File: config.mk
export PLATFORM = sky130hd
export DESIGN_NAME = reg_dump_reader_flat
export DESIGN_NICKNAME = d
export VERILOG_FILES = /design/src/rtl/reg_dump_reader_pkg.sv /design/src/rtl/reg_dump_reader_if.sv /design/src/rtl/reg_dump_out_stage.sv /design/src/rtl/reg_dump_reader.sv /design/src/flat_wrapper.sv
export SDC_FILE = /design/constraint.sdc
export NUM_CORES = 1
export LEC_CHECK = 0
export CORE_MARGIN = 4
export CORE_UTILIZATION = 47
export DETAILED_ROUTE_END_ITERATION = 8
export PLACE_DENSITY = 0.95
export SLEW_MARGIN = 15
export SYNTH_ARGS = -nofsm -noshare
export SYNTH_HDL_FRONTEND = slang
export SYNTH_SLANG_ARGS = --single-unit
File: constraint.sdc
create_clock -name clk -period 3.2 [get_ports clk]
set_input_delay 0.32 -clock clk [delete_from_list [all_inputs] [get_ports clk]]
set_output_delay 0.32 -clock clk [all_outputs]
set_load 0.01 [all_outputs]
File: src/rtl/reg_dump_reader_pkg.sv
// Shared types and defaults for the register-file dump reader.
package reg_dump_pkg;

  localparam int DEF_ADDR_W = 5;
  localparam int DEF_DATA_W = 32;
  localparam int REG_COUNT  = 2 ** DEF_ADDR_W;

  typedef enum logic [1:0] {
    IDLE  = 2'd0,
    RUN   = 2'd1,
    DRAIN = 2'd2
  } state_e;

endpackage

File: src/rtl/reg_dump_reader_if.sv
// Command, register-file read port and output stream of the dump reader.
// REG_DUMP_CHECKSUM_EN adds the running checksum output.
interface reg_dump_reader_if #(
  parameter int ADDR_W = 5,
  parameter int DATA_W = 32
);
  logic              start;
  logic [ADDR_W-1:0] first_addr;
  logic [ADDR_W-1:0] last_addr;
  logic              abort;
  logic [ADDR_W-1:0] rf_r_addr;
  logic [DATA_W-1:0] rf_r_data;
  logic              out_valid;
  logic              out_ready;
  logic [DATA_W-1:0] out_data;
  logic [ADDR_W-1:0] out_addr;
  logic              out_last;
  logic              busy;
  logic              done;
`ifdef REG_DUMP_CHECKSUM_EN
  logic [DATA_W-1:0] checksum;
`endif

  modport slave (
    input  start, first_addr, last_addr, abort, rf_r_data, out_ready,
    output rf_r_addr, out_valid, out_data, out_addr, out_last, busy, done
`ifdef REG_DUMP_CHECKSUM_EN
    , output checksum
`endif
  );

  modport master (
    output start, first_addr, last_addr, abort, rf_r_data, out_ready,
    input  rf_r_addr, out_valid, out_data, out_addr, out_last, busy, done
`ifdef REG_DUMP_CHECKSUM_EN
    , input checksum
`endif
  );
endinterface

File: src/rtl/reg_dump_out_stage.sv
// Output word register with valid/ready hold; fields only change on load.
module reg_dump_out_stage #(
  parameter int ADDR_W = 5,
  parameter int DATA_W = 32
) (
  input  logic              clk,
  input  logic              reset,
  input  logic              load_i,
  input  logic              clr_i,
  input  logic              ready_i,
  input  logic [DATA_W-1:0] data_i,
  input  logic [ADDR_W-1:0] addr_i,
  input  logic              last_i,
  output logic              can_load_o,
  output logic              valid_o,
  output logic [DATA_W-1:0] data_o,
  output logic [ADDR_W-1:0] addr_o,
  output logic              last_o
);
  logic              valid_q;
  logic [DATA_W-1:0] data_q;
  logic [ADDR_W-1:0] addr_q;
  logic              last_q;

  // Empty slot or word leaving this edge: a new word may enter with no bubble.
  assign can_load_o = !valid_q || ready_i;

  always_ff @(posedge clk or negedge reset) begin
    if (!reset) begin
      valid_q <= 1'b0;
      data_q  <= '0;
      addr_q  <= '0;
      last_q  <= 1'b0;
    end else if (clr_i) begin
      valid_q <= 1'b0;
    end else if (load_i) begin
      valid_q <= 1'b1;
      data_q  <= data_i;
      addr_q  <= addr_i;
      last_q  <= last_i;
    end
  end

  assign valid_o = valid_q;
  assign data_o  = data_q;
  assign addr_o  = addr_q;
  assign last_o  = last_q;
endmodule

File: src/rtl/reg_dump_reader.sv
// Walks first..last (wrapping) through one register-file read port and streams words out.
// REG_DUMP_CHECKSUM_EN adds a running sum of transferred words.
module reg_dump_reader
  import reg_dump_pkg::*;
#(
  parameter int ADDR_W = DEF_ADDR_W,
  parameter int DATA_W = DEF_DATA_W
) (
  input logic               clk,
  input logic               reset,
  reg_dump_reader_if.slave  bus
);
  state_e            state_q;
  logic [ADDR_W-1:0] ptr_q;
  logic [ADDR_W-1:0] last_q;
  logic [ADDR_W-1:0] hold_q;
  logic              done_q;
  logic              can_load;
  logic              load;
  logic              clr;
  logic              active;

  assign active = (state_q == RUN) || (state_q == DRAIN);
  assign load   = (state_q == RUN) && can_load && !bus.abort;
  assign clr    = (active && bus.abort) || ((state_q == DRAIN) && bus.out_ready);

  always_ff @(posedge clk or negedge reset) begin
    if (!reset) begin
      state_q <= IDLE;
      ptr_q   <= '0;
      last_q  <= '0;
      hold_q  <= '0;
      done_q  <= 1'b0;
    end else begin
      done_q <= 1'b0;
      case (state_q)
        IDLE: begin
          if (bus.start) begin
            ptr_q   <= bus.first_addr;
            last_q  <= bus.last_addr;
            state_q <= RUN;
          end
        end
        RUN: begin
          hold_q <= ptr_q;
          if (bus.abort) begin
            state_q <= IDLE;
          end else if (load) begin
            ptr_q <= ptr_q + ADDR_W'(1);
            if (ptr_q == last_q) state_q <= DRAIN;
          end
        end
        DRAIN: begin
          if (bus.abort) begin
            state_q <= IDLE;
          end else if (bus.out_ready) begin
            done_q  <= 1'b1;
            state_q <= IDLE;
          end
        end
        default: state_q <= IDLE;
      endcase
    end
  end

  // Outside RUN the read address freezes at the last address actually read.
  assign bus.rf_r_addr = (state_q == RUN) ? ptr_q : hold_q;
  assign bus.busy      = active;
  assign bus.done      = done_q;

  reg_dump_out_stage #(.ADDR_W(ADDR_W), .DATA_W(DATA_W)) u_out (
    .clk        (clk),
    .reset      (reset),
    .load_i     (load),
    .clr_i      (clr),
    .ready_i    (bus.out_ready),
    .data_i     (bus.rf_r_data),
    .addr_i     (ptr_q),
    .last_i     (ptr_q == last_q),
    .can_load_o (can_load),
    .valid_o    (bus.out_valid),
    .data_o     (bus.out_data),
    .addr_o     (bus.out_addr),
    .last_o     (bus.out_last)
  );

`ifdef REG_DUMP_CHECKSUM_EN
  logic [DATA_W-1:0] csum_q;

  always_ff @(posedge clk or negedge reset) begin
    if (!reset) begin
      csum_q <= '0;
    end else if ((state_q == IDLE) && bus.start) begin
      csum_q <= '0;
    end else if (bus.out_valid && bus.out_ready) begin
      csum_q <= csum_q + bus.out_data;
    end
  end

  assign bus.checksum = csum_q;
`endif
endmodule

File: src/flat_wrapper.sv
// flat-port wrapper written by rule: the top's interface ports become plain ports
module reg_dump_reader_flat import reg_dump_pkg::*;
#(
  parameter int ADDR_W = DEF_ADDR_W,
  parameter int DATA_W = DEF_DATA_W
)
  (clk, reset, bus_start, bus_first_addr, bus_last_addr, bus_abort, bus_rf_r_data, bus_out_ready, bus_rf_r_addr, bus_out_valid, bus_out_data, bus_out_addr, bus_out_last, bus_busy, bus_done);
  reg_dump_reader_if #(.ADDR_W(ADDR_W), .DATA_W(DATA_W)) bus_i ();
  input logic clk;
  input logic reset;
  input wire logic [$bits(bus_i.start)-1:0] bus_start;
  input wire logic [$bits(bus_i.first_addr)-1:0] bus_first_addr;
  input wire logic [$bits(bus_i.last_addr)-1:0] bus_last_addr;
  input wire logic [$bits(bus_i.abort)-1:0] bus_abort;
  input wire logic [$bits(bus_i.rf_r_data)-1:0] bus_rf_r_data;
  input wire logic [$bits(bus_i.out_ready)-1:0] bus_out_ready;
  output wire logic [$bits(bus_i.rf_r_addr)-1:0] bus_rf_r_addr;
  output wire logic [$bits(bus_i.out_valid)-1:0] bus_out_valid;
  output wire logic [$bits(bus_i.out_data)-1:0] bus_out_data;
  output wire logic [$bits(bus_i.out_addr)-1:0] bus_out_addr;
  output wire logic [$bits(bus_i.out_last)-1:0] bus_out_last;
  output wire logic [$bits(bus_i.busy)-1:0] bus_busy;
  output wire logic [$bits(bus_i.done)-1:0] bus_done;
  assign bus_i.start = bus_start;
  assign bus_i.first_addr = bus_first_addr;
  assign bus_i.last_addr = bus_last_addr;
  assign bus_i.abort = bus_abort;
  assign bus_i.rf_r_data = bus_rf_r_data;
  assign bus_i.out_ready = bus_out_ready;
  assign bus_rf_r_addr = bus_i.rf_r_addr;
  assign bus_out_valid = bus_i.out_valid;
  assign bus_out_data = bus_i.out_data;
  assign bus_out_addr = bus_i.out_addr;
  assign bus_out_last = bus_i.out_last;
  assign bus_busy = bus_i.busy;
  assign bus_done = bus_i.done;
  reg_dump_reader #(.ADDR_W(ADDR_W), .DATA_W(DATA_W)) u_core (.clk(clk), .reset(reset), .bus(bus_i));
endmodule
==> results.txt <==
row count = 25
DRT antenna net count = 0
Clock power frac = 15.2%
layout cells sized above 1 = 23.81%
sw frac = 32.77%
worst stage delay on the critical path = 0.57 ns
Final nets = 324
WL/cell = 16.44 µm
GPL Wtd Cong = 0.7663
fillers = 362
Comb pwr share = 48.7%
vias = 1702
first-pass GRT wire length = 9108 µm
crit path DAT = 2.33 ns
Static Leak = 1.532 nW
Least-Margin Pin Slew = 0.6339 ns
Core Footprint = 4880 µm²
Mapped Avg Cell Area = 13.99 µm²
antenna cells = 0
CTS max path bufs = 2
Reg-to-Reg End = u_core.u_out.data_o[15]
GRT Overall Usage = 18.87%
largest net degree at the start of global routing = 30
Reg2Reg Depth = 7
Post-Syn Instances = 174
crit-path cells = inv_1, ha_1, mux2_2, clkdlybuf4s50_1
vias in the first global route = 1828
Setup CP Type = reg -> out
Psw = 1.200 mW
DR vias/cell = 5.006
Detailed Place HPWL = 4249 µm
Layout area overhead = 45.96%
overall power = 3.661 mW
prevailing post-synth register cell = dfrtp_1
postcts setup bufs = 0
min cycle time layout = 2.648 ns
Port Buf Inserts = 92
outcome = finished, final reports clean
TritonCTS Sinks = 57
crit share post-route = 82.75%
Worst slew margin = 57.74%
yosys warns = 0
CTS root buffer = clkbuf_8
final worst slack = 0.5519 ns
RR Startpoint = u_core.state_q[1]
sequential area share after synthesis = 58.61%
DIE HEIGHT = 79.96 µm
number of synthesized flops with an enable pin = 0
clk slew on worst S/H paths = 0.06 ns
Detailed Route Iter0 Violations = 39
WHS = 0.01752 ns
power per cell area = 1031 nW/µm²
fraction of registers with async set or reset after synthesis = 100.0%
syn nets = 226
slowest CP cell = ha_1
grt ovf = 0
CTS tree = built
Place WS = 0.8058 ns
I/O pin total = 93
TritonCTS Buffers = 9
final setup vio count = 0
post-detailed-route DRC marker count = 0
post-CTS resize count = 0
startpoint type of the worst setup path = flip-flop
TritonRoute pass-1 iters = 5
r2r setup slk = 0.77 ns
initial antenna violation count = 0
FF+latch count, synth = 57
RSZ-0062 raised after global routing = no
CTS Hold Bufs = 0
Pins Over Slew Limit = 0
Hold Violations, Final = 0
H-Tree Level Count = 3
Pint = 2.461 mW
die width = 79.96 µm
max-cap violations = 0
fmax = 377.6 MHz
Worst-Skew Late Latency = 0.32 ns
die area = 6393 µm²
Netlist cell types = 30
peak supply drop = 530.2 µV
final wirelength = 5590 µm
Critical Path Sink Type = primary output
mapped cell area = 2434 µm²
Worst Path Required = 2.88 ns
Max Clock Skew = 0.006081 ns
Starting Density = 49.87%
Setup TNS = 0 ns
Flop pwr share = 36.1%
worst hold-check path type = in -> async
Worst Path Max Fanout = 17
cell type report:
cell class              count  area, µm²  area share [%]
clock inverters             1      5.005          0.1409
repair buffers             94      930.9           26.21
multi-input cells         106      939.7           26.45
clock buffers              11      151.4           4.262
inverters                   4      15.01          0.4227
well taps                  67      83.83           2.360
flip-flops and latches     57       1426           40.16
layer usage:
metal / vias to the layer above / track usage, % / part of all wire [%]
met5: - / 0 / 0
met4: 0 / 5.574 / 1.1
met3: 8 / 6.659 / 7.2
met2: 69 / 33.28 / 52
met1: 825 / 21.34 / 40
li1: 800 / - / -
cell usage after synthesis (2+ instances only):
cell type | instances | area (µm²)
nand3_1 | 3 | 15.01
ha_1 | 5 | 62.56
mux2_4 | 8 | 120.1
a21oi_1 | 6 | 30.03
mux2i_1 | 2 | 20.02
nor2_1 | 5 | 18.77
dfrtp_1 | 57 | 1426
o21ai_0 | 7 | 35.03
buf_6 | 3 | 33.78
mux2_2 | 37 | 416.7
nor2b_1 | 2 | 12.51
xnor2_1 | 4 | 35.03
nand2_1 | 12 | 45.04
o22ai_1 | 3 | 18.77
inv_1 | 4 | 15.01
buf_2 | 2 | 10.01
cells in the final DEF (no fill, tap or decap), drive strengths merged, types with 2 or more instances in the layout:
cell           synthesis  routed
mux2                  46      46
nor2                   5       5
nor2b                  2       2
ha                     5       5
o21ai                  8       8
xnor2                  5       5
a21oi                  6       6
buf                    6       3
clkbuf                 1      11
mux2i                  2       2
nand2                 12      12
dfrtp                 57      57
inv                    4       4
clkdlybuf4s50          0      91
o22ai                  3       3
nand3                  3       3
per-stage QoR:
| stage | std cells | instance area [µm²] | util [%] |
|---|---|---|---|
| global route | 340 | 3552 | 72.79 |
| CTS | 340 | 3552 | 72.79 |
| floorplan | 174 | 2434 | - |
| global placement | 328 | 3396 | 69.59 |
| finish | 340 | 3552 | 72.79 |
| detailed placement | 328 | 3396 | 69.59 |
cell families after synthesis:
family | count (synthesis) | synth area share (%)
fa+ha+maj | 5 | 2.571
xor+xnor | 5 | 2.108
buf+inv | 11 | 2.879
simple gates | 27 | 5.501
mux | 48 | 23.34
compound gates | 21 | 4.987
flops | 57 | 58.61
flip-flops by register name, summed over array words and instances, names as in the netlist:
register,flops
u_core.u_out.data_o,32
u_core.hold_q,5
u_core.last_q,5
u_core.ptr_q,5
u_core.u_out.addr_o,5
u_core.state_q,2
u_core.bus.done,1
u_core.u_out.last_o,1
u_core.u_out.valid_o,1
worst max-delay path, delay by kind of cell, from the launching register on:
family	cells	cell delay, ns
adder cells (fa/ha/maj)	1	0.57
buffers and inverters	2	0.59
multiplexers	1	0.42
flip-flops	1	0.41
worst max path at each step:
stage	from	to	slack (ns)	depth (start not counted)
2_1_floorplan	u_core.state_q[1]	bus_rf_r_addr[2]	1.46	5
3_3_place_gp	u_core.state_q[1]	u_core.u_out.data_o[19]	0.83	7
3_5_place_dp	u_core.state_q[1]	u_core.u_out.data_o[15]	0.81	7
4_1_cts	u_core.state_q[1]	bus_rf_r_addr[4]	0.53	4
5_1_grt	u_core.state_q[1]	bus_rf_r_addr[0]	0.37	5
6_report	u_core.state_q[1]	bus_rf_r_addr[4]	0.55	4
power groups by stage:
stage | sequential (mW) | clock, mW | combinational, mW
6_report | 1.32 | 0.557 | 1.78
5_1_grt | 1.38 | 0.607 | 1.92
4_1_cts | 1.33 | 0.573 | 1.80
3_5_place_dp | 1.34 | 0 | 1.79
3_3_place_gp | 1.31 | 0 | 1.73
2_1_floorplan | 1.39 | 0 | 0.875
(Power assumes the default switching activity.)
